File: config.mk
export PLATFORM = sky130hd
export DESIGN_NAME = mux4_scanner_flat
export DESIGN_NICKNAME = d
export VERILOG_FILES = /design/src/rtl/mux4_scanner_pkg.sv /design/src/rtl/mux4_scanner_if.sv /design/src/rtl/mux4_scanner_settle_timer.sv /design/src/rtl/mux4_scanner.sv /design/src/flat_wrapper.sv
export SDC_FILE = /design/constraint.sdc
export NUM_CORES = 1
export LEC_CHECK = 0
export CAP_MARGIN = 5
export CORE_MARGIN = 1
export CORE_UTILIZATION = 45
export CTS_CLUSTER_DIAMETER = 120
export DETAILED_ROUTE_END_ITERATION = 10
export GPL_TIMING_DRIVEN = 1
export PLACE_DENSITY = 0.75
export SLEW_MARGIN = 15
export SYNTH_ARGS = -nofsm -noshare
export SYNTH_HDL_FRONTEND = slang
export SYNTH_HIERARCHICAL = 1
export SYNTH_SLANG_ARGS = --single-unit
File: constraint.sdc
create_clock -name clk -period 1.6 [get_ports clk]
set_input_delay 0.32 -clock clk [delete_from_list [all_inputs] [get_ports clk]]
set_output_delay 0.32 -clock clk [all_outputs]
set_load 0.03 [all_outputs]
File: src/rtl/mux4_scanner_pkg.sv
// Shared types and constants for the 4-channel mux scanner.
package mux4_scan_pkg;
  localparam int NUM_CH = 4;
  localparam int SEL_W  = 2;

  typedef enum logic {IDLE, SCAN} scan_state_t;

  typedef logic [NUM_CH-1:0] frame_t;
endpackage

File: src/rtl/mux4_scanner_if.sv
// Downstream frame channel of the scanner.
// Handshake: a frame transfers on any rising edge where frame_valid & frame_ready;
// once raised, frame_valid and frame stay stable until that transfer happens.
interface mux4_scanner_if;
  import mux4_scan_pkg::*;

  frame_t frame;
  logic   frame_valid;
  logic   frame_ready;

  modport master (output frame, output frame_valid, input frame_ready);
  modport slave  (input frame, input frame_valid, output frame_ready);
endinterface

File: src/rtl/mux4_scanner_settle_timer.sv
// Settle timer: tick pulses on the last of every SETTLE_CYCLES enabled cycles.
module settle_timer #(
  parameter int SETTLE_CYCLES = 2
) (
  input  logic clk,
  input  logic rst_n,
  input  logic clear,
  input  logic enable,
  output logic tick
);
  logic [3:0] cnt;

  assign tick = enable && (cnt == 4'(SETTLE_CYCLES - 1));

  always_ff @(posedge clk or negedge rst_n) begin
    if (!rst_n) begin
      cnt <= '0;
    end else if (clear || tick) begin
      cnt <= '0;
    end else if (enable) begin
      cnt <= cnt + 4'd1;
    end
  end
endmodule

File: src/rtl/mux4_scanner.sv
// Steps sel through the mux channels, samples z_in after each settle period,
// and hands completed 4-bit frames downstream through a one-frame buffer.
module mux4_scanner
  import mux4_scan_pkg::*;
#(
  parameter int SETTLE_CYCLES = 2
) (
  input  logic               clk,
  input  logic               rst_n,
  input  logic               start,
  input  logic               continuous,
  input  logic               z_in,
  output logic [SEL_W-1:0]   sel,
  output logic               busy,
  output logic               overrun,
  output scan_state_t        state,
  mux4_scanner_if.master     frame_bus
);
  scan_state_t      state_d;
  logic [SEL_W-1:0] sel_d;
  frame_t           shreg, shreg_d, assembled;
  frame_t           frame_r, frame_d;
  logic             valid_r, valid_d;
  logic             overrun_d;
  logic             tick;

  settle_timer #(.SETTLE_CYCLES(SETTLE_CYCLES)) u_timer (
    .clk    (clk),
    .rst_n  (rst_n),
    .clear  (state == IDLE),
    .enable (state == SCAN),
    .tick   (tick)
  );

  always_comb begin
    state_d   = state;
    sel_d     = sel;
    shreg_d   = shreg;
    frame_d   = frame_r;
    valid_d   = valid_r;
    overrun_d = overrun;
    assembled = shreg;
    assembled[sel] = z_in;

    if (valid_r && frame_bus.frame_ready) valid_d = 1'b0;

    case (state)
      IDLE: begin
        if (start) begin
          state_d   = SCAN;
          sel_d     = '0;
          shreg_d   = '0;
          overrun_d = 1'b0;
        end
      end
      SCAN: begin
        if (tick) begin
          shreg_d = assembled;
          sel_d   = sel + 1'b1;
          if (sel == SEL_W'(NUM_CH - 1)) begin
            shreg_d = '0;
            sel_d   = '0;
            // A buffer being drained on this same edge counts as free.
            if (!valid_r || frame_bus.frame_ready) begin
              frame_d = assembled;
              valid_d = 1'b1;
            end else begin
              overrun_d = 1'b1;
            end
            if (!continuous) state_d = IDLE;
          end
        end
      end
      default: state_d = IDLE;
    endcase
  end

  always_ff @(posedge clk or negedge rst_n) begin
    if (!rst_n) begin
      state   <= IDLE;
      sel     <= '0;
      shreg   <= '0;
      frame_r <= '0;
      valid_r <= 1'b0;
      overrun <= 1'b0;
    end else begin
      state   <= state_d;
      sel     <= sel_d;
      shreg   <= shreg_d;
      frame_r <= frame_d;
      valid_r <= valid_d;
      overrun <= overrun_d;
    end
  end

  assign busy                  = (state != IDLE);
  assign frame_bus.frame       = frame_r;
  assign frame_bus.frame_valid = valid_r;
endmodule

File: src/flat_wrapper.sv
// flat-port wrapper written by rule: the top's interface ports become plain ports
module mux4_scanner_flat import mux4_scan_pkg::*;
#(
  parameter int SETTLE_CYCLES = 2
)
  (clk, rst_n, start, continuous, z_in, sel, busy, overrun, state, frame_bus_frame, frame_bus_frame_valid, frame_bus_frame_ready);
  mux4_scanner_if frame_bus_i ();
  input  logic clk;
  input  logic rst_n;
  input  logic start;
  input  logic continuous;
  input  logic z_in;
  output logic [SEL_W-1:0] sel;
  output logic busy;
  output logic overrun;
  output scan_state_t state;
  output wire logic [$bits(frame_bus_i.frame)-1:0] frame_bus_frame;
  output wire logic [$bits(frame_bus_i.frame_valid)-1:0] frame_bus_frame_valid;
  input wire logic [$bits(frame_bus_i.frame_ready)-1:0] frame_bus_frame_ready;
  assign frame_bus_frame = frame_bus_i.frame;
  assign frame_bus_frame_valid = frame_bus_i.frame_valid;
  assign frame_bus_i.frame_ready = frame_bus_frame_ready;
  mux4_scanner #(.SETTLE_CYCLES(SETTLE_CYCLES)) u_core (.clk(clk), .rst_n(rst_n), .start(start), .continuous(continuous), .z_in(z_in), .sel(sel), .busy(busy), .overrun(overrun), .state(state), .frame_bus(frame_bus_i));
endmodule
## After elaboration in Yosys (flattened, before gate mapping)

Cells that the tools add are included.

| word-level totals | value |
|---|---|
| register bits | 17 |
| bits in latches | 0 |
| RAM bits | 0 |
| ROM bits | 0 |
| output and inout port bits | 10 |
| logic and storage cells | 56 |
| memories kept | 0 |

| cells by class | value |
|---|---|
| $add $sub $neg | 2 |
| multipliers | 0 |
| div/mod/pow operators | 0 |
| order comparisons | 2 |
| eq/ne operators | 6 |
| shift-type cells | 0 |
| mux-type cells | 28 |
| bitwise operators | 1 |
| reduce and logical (&&, ||, !) cells | 10 |

Operator list:

| operator | number |
|---|---|
| $mux 4 | 5 |
| $mux 1 | 14 |
| $ne 2x2->1 const B | 4 |
| $pmux 4 s2 | 1 |
| $reduce_and 4->1 | 2 |
| $mux 2 | 3 |
| $add 4x1->4 const B | 1 |
| $bwmux 4 | 1 |
| $eq 4x1->1 const B | 1 |
| $pmux 1 s2 | 2 |
| $pmux 2 s2 | 1 |
| $logic_and 1x1->1 | 3 |
| $lt 2x3->1 const B | 1 |
| $add 2x1->2 const B | 1 |
| $demux 1 s2 | 1 |
| $eq 2x2->1 const B | 1 |
| $ge 2x1->1 const B | 1 |
| $logic_or 1x1->1 | 2 |
| $reduce_and 2->1 | 1 |
| $reduce_bool 2->1 | 1 |
| $logic_not 1->1 | 1 |
| $not 1->1 | 1 |

## Depth between registers and ports, before layout

| depth | value |
|---|---|
| depth after elaboration | 8 |
| gate-level depth with buffers | 7 |

## By module

The synthesis kept the hierarchy.

Modules (own cells, without submodules):

| module | instances | cells each | area an instance (um2) |
|---|---|---|---|
| mux4_scanner | 1 | 59 | 684.4 |
| settle_timer | 1 | 19 | 217.7 |

## Worst setup path after synthesis

No wires, ideal clock.

| path | value |
|---|---|
| path kind | register to register |
| from | register u_core.state (netlist: u_core/busy) |
| to | register u_core.frame_r[0] (netlist: u_core/frame_bus.frame[0]) |
| setup time | 0.125 ns |
| arrival time | 1.802 ns |
| data required time | 1.475 ns |
| setup slack | -0.327 ns |
| cell stages (with the launch flop) | 6 |
| path buffers | 1 |
| period minus slack after synthesis | 1.927 ns |
| path through | dfrtp_1 and4bb_4 buf_4 nand3_1 nor2_2 mux2_2 |

| between the ends | value |
|---|---|
| longest elaborated chain between the ends | 2 |

RTL lines:

| what | RTL line | RTL |
|---|---|---|
| start, declared | mux4_scanner.sv:16 | `output scan_state_t state,` |
| start signal, assigned | mux4_scanner.sv:87 | `state <= state_d;` |
| $logic_and 1x1->1 | mux4_scanner_settle_timer.sv:13 | `assign tick = enable && (cnt == 4'(SETTLE_CYCLES - 1));` |
| net u_core.tick | mux4_scanner.sv:25 | `logic tick;` |
| $reduce_and 4->1 (no source line) | - |  |
| end signal, assigned | mux4_scanner.sv:90 | `frame_r <= frame_d;` |
| end, declared | mux4_scanner.sv:22 | `frame_t frame_r, frame_d;` |

The timed path passes the listed nets, and every way through them passes these cells.
A chain may end at the register's enable or synchronous reset.

## Worst setup path after layout

| path | value |
|---|---|
| from | register u_core.u_timer.cnt[1] |
| to | register u_core.frame_r[3] (netlist: u_core/frame_bus.frame[3]) |

| between the ends | value |
|---|---|
| longest elaborated chain between the ends | 3 |

RTL lines:

| what | RTL line | RTL |
|---|---|---|
| start, declared | mux4_scanner_settle_timer.sv:11 | `logic [3:0] cnt;` |
| start signal, assigned | mux4_scanner_settle_timer.sv:21 | `cnt <= cnt + 4'd1;` |
| $eq 4x1->1 | mux4_scanner_settle_timer.sv:13 |  |
| $logic_and 1x1->1 | mux4_scanner_settle_timer.sv:13 |  |
| net u_core.tick | mux4_scanner.sv:25 |  |
| $reduce_and 4->1 (no source line) | - |  |

The timed path passes the listed nets, and every way through them passes these cells.

==> results <==
[Yosys cell counts]
library cell	instances
o21ai_0	6
nand3_1	1
ha_1	7
nand3b_1	1
nor2_1	6
nor2b_1	1
or2b_1	1
inv_1	6
a32o_1	4
a41oi_1	1
mux2_2	9
nand4_1	1
nand2_1	4
or2_4	1
xor2_1	2
dfrtp_1	17
nor2_2	1
mux2i_1	1
a211oi_2	1
xnor2_1	2
a31oi_1	1
o22ai_1	1
and4bb_4	1
buf_4	2
[how the worst max path moves through the flow]
stage | start | slack, ps | to
after floorplan | u_core/busy$_DFF_PN0_ | -30 | u_core/frame_bus.frame[0]$_DFFE_PN0P_
after global placement | frame_bus_frame_ready | 70 | u_core/frame_bus.frame[2]$_DFFE_PN0P_
after detailed placement | frame_bus_frame_ready | 70 | u_core/frame_bus.frame[3]$_DFFE_PN0P_
after CTS | u_core/u_timer/cnt[1]$_DFFE_PN0P_ | 50 | u_core/frame_bus.frame[3]$_DFFE_PN0P_
after global routing | u_core/u_timer/cnt[1]$_DFFE_PN0P_ | -20 | u_core/frame_bus.frame[0]$_DFFE_PN0P_
final | u_core/u_timer/cnt[1]$_DFFE_PN0P_ | 70 | u_core/frame_bus.frame[3]$_DFFE_PN0P_
[through the flow]
step | std cells | hold WS [ps] | worst slack (ps) | utilization, % | setup TNS [ps]
4_1_cts | 127 | 290.0 | 52.82 | 65.00 | 0
5_1_grt | 128 | 300.9 | -21.89 | 65.76 | -103.1
3_3_place_gp | 123 | 471.1 | 68.23 | 64.24 | 0
6_report | 128 | 281.1 | 73.34 | 65.76 | 0
2_1_floorplan | 78 | 24.41 | -25.11 | - | -100.5
3_5_place_dp | 123 | 480.8 | 65.19 | 64.24 | 0
[layout make-up]
class	count	area share [%]
inverter	6	1.901
timing repair buffer	23	17.00
tap	25	2.640
sequential	17	36.22
multi-input combinational	53	40.02
clock buffer	4	2.218
[logic make-up after synthesis]
family,after synthesis,synth area share [%]
simple gates,18,11.24
flops,17,47.16
compound gates,14,11.51
mux,10,12.34
buf+inv,8,4.160
fa+ha+maj,7,9.708
xor+xnor,4,3.884
[sequential cells by signal, indices dropped and copies added, names as in the netlist]
name / flops
u_core/sel: 2
u_core/u_timer/cnt: 4
u_core/overrun: 1
u_core/shreg: 4
u_core/frame_bus.frame: 4
u_core/frame_bus.frame_valid: 1
u_core/busy: 1
[per-layer routing]
layer	vias up	global-route usage (%)	share of wire, %
met5	-	0	0
met4	0	6.857	0.86
met3	2	3.462	4.8
met2	19	28.89	47
met1	310	26.02	47
li1	326	-	-
[timing repair]
item                       4_1_cts  5_1_grt
pin swaps                        0        3
setup buffers                    0        1
setup endpoints to repair       10        8
resized for setup               10        6
[power by group through the flow]
stage	sequential, mW	clock [mW]	combinational, mW
finish	0.738	0.224	1.24
floorplan	0.916	0	0.699
detailed placement	0.754	0	1.25
global route	0.766	0.245	1.37
CTS	0.743	0.231	1.21
global placement	0.749	0	1.22
[worst max-delay path: cells and delay by family, from the launching register on]
kind / cells / cell delay, ps
adders and majority gates: 1 / 130
DFF: 1 / 390
buffers and inverters: 1 / 50
muxes: 1 / 320
and+or+nand+nor: 3 / 540
==> results.toml <==
[outcome]
run_status = "completed"

[worst_setup_path]
required_ps = 1780
r2r-end = "u_core/frame_bus.frame[3]$_DFFE_PN0P_"
cp_cell_sequence = "inv_1, ha_1, and4bb_4, nand3_4, nor2_4, mux2_4"
end_kind = "register"
rr_startpoint = "u_core/u_timer/cnt[1]$_DFFE_PN0P_"
critPathSlowestCell = "dfrtp_1"
r2r.worst_path.cells = 6
cp_max_fo = 4
max_stage_delay_ps = 390
path_class = "reg2reg"
crit_path_start_kind = "register"
crit_arrival_ps = 1700
rrSetupSlack_ps = 70

[route]
ant_nets = 0
drc = 0
num_vias = 657
viasPerCell = 5.133
drt-pass1-iter-count = 4
drt-wirelength-per-cell_um = 12.75
routed_wl_um = 1632
first_iter_violations = 15

[die]
fp-row-count = 15
core_region_area_um2 = 1802
ios = 16
start_util_pct = 50.07
die_area_um2 = 2188
dieWidth_um = 46.78
fp.dieH_um = 46.78

[global_routing]
grt_overflow = 0
antenna_found_initial = 0
grt_pass1_vias = 652
grt_usage_pct = 18.64
grt_max_degree = 12
grt_pass1_wl_um = 2870

[clock_network]
ctsHoldBuffers = 0
cts_buffers = 3
htree_levels = 1
tritoncts = "built"
cts_root_buffer = "clkbuf_4"
clock_latency_ps = 280
clk_pin_slew_worst_paths_ps = 90
clk_path_buf_depth = 2
clock_sinks = 17

[place]
place_area_um2 = 1157
portBuffers = 15
dp_hpwl_um = 1265
routabilityCongestion = 0.7331

[pwr]
power_leakage_nw = 0.5685
p_int_mw = 1.304
p_seq_share_pct = 33.5
p_sw_share_pct = 40.76
power-per-cell-area_nw_per_um2 = 1858
pwr-share-clk_pct = 10.2
p_sw_mw = 0.8971
ir_worst_vdd_mv = 0.9814
power_mw = 2.201
p_comb_share_pct = 56.3

[hold_path]
hp-class = "in2async"

[yosys]
synth.cell_area_um2 = 902.1
synth_area_leaders = "dfrtp_1 (47%), mux2_2 (11%), ha_1 (9.7%), a32o_1 (4.4%), o21ai_0 (3.3%)"
synth_seq_cells = 17
synth_top_cell_by_area = "dfrtp_1"
yosysWarnings = 6
synth_top_area_share_pct = 47.16
yosysUniqueCellTypes = 24
syn_nets = 91
yosysSeqAreaShare_pct = 47.16
netlist_instances = 78
synth_area_per_cell_um2 = 11.57

[job]
maxCapViolations = 0

[timing]
relSlewSlack_pct = 77.77
rsz0062_at_grt = "yes"
min_period_ps = 1527
tightest_slew_ps = 332.8
setup_viol_count_final = 0
drv_slew = 0
clock_skew_ps = 1.522
fmax_mhz = 655.0
timing.final.crit_share_pct = 95.42
final_hold_viol_count = 0

[layout]
drive_gt1_share_pct = 26.21
areaGrowthSynthToFinish_pct = 31.35
mostFrequentLayoutCell = "dfrtp_1"
layout_common_cells = "dfrtp_1 (16), dlygate4sd2_1 (10), ha_1 (7), buf_4 (7), inv_1 (6)"
seq_area_um2 = 429.2
nets = 117
multi_input_area_um2 = 474.2
design_area_um2 = 1185
fill_cells = 157
diodes = 0
No activity file was read; power rests on OpenSTA's default activity.
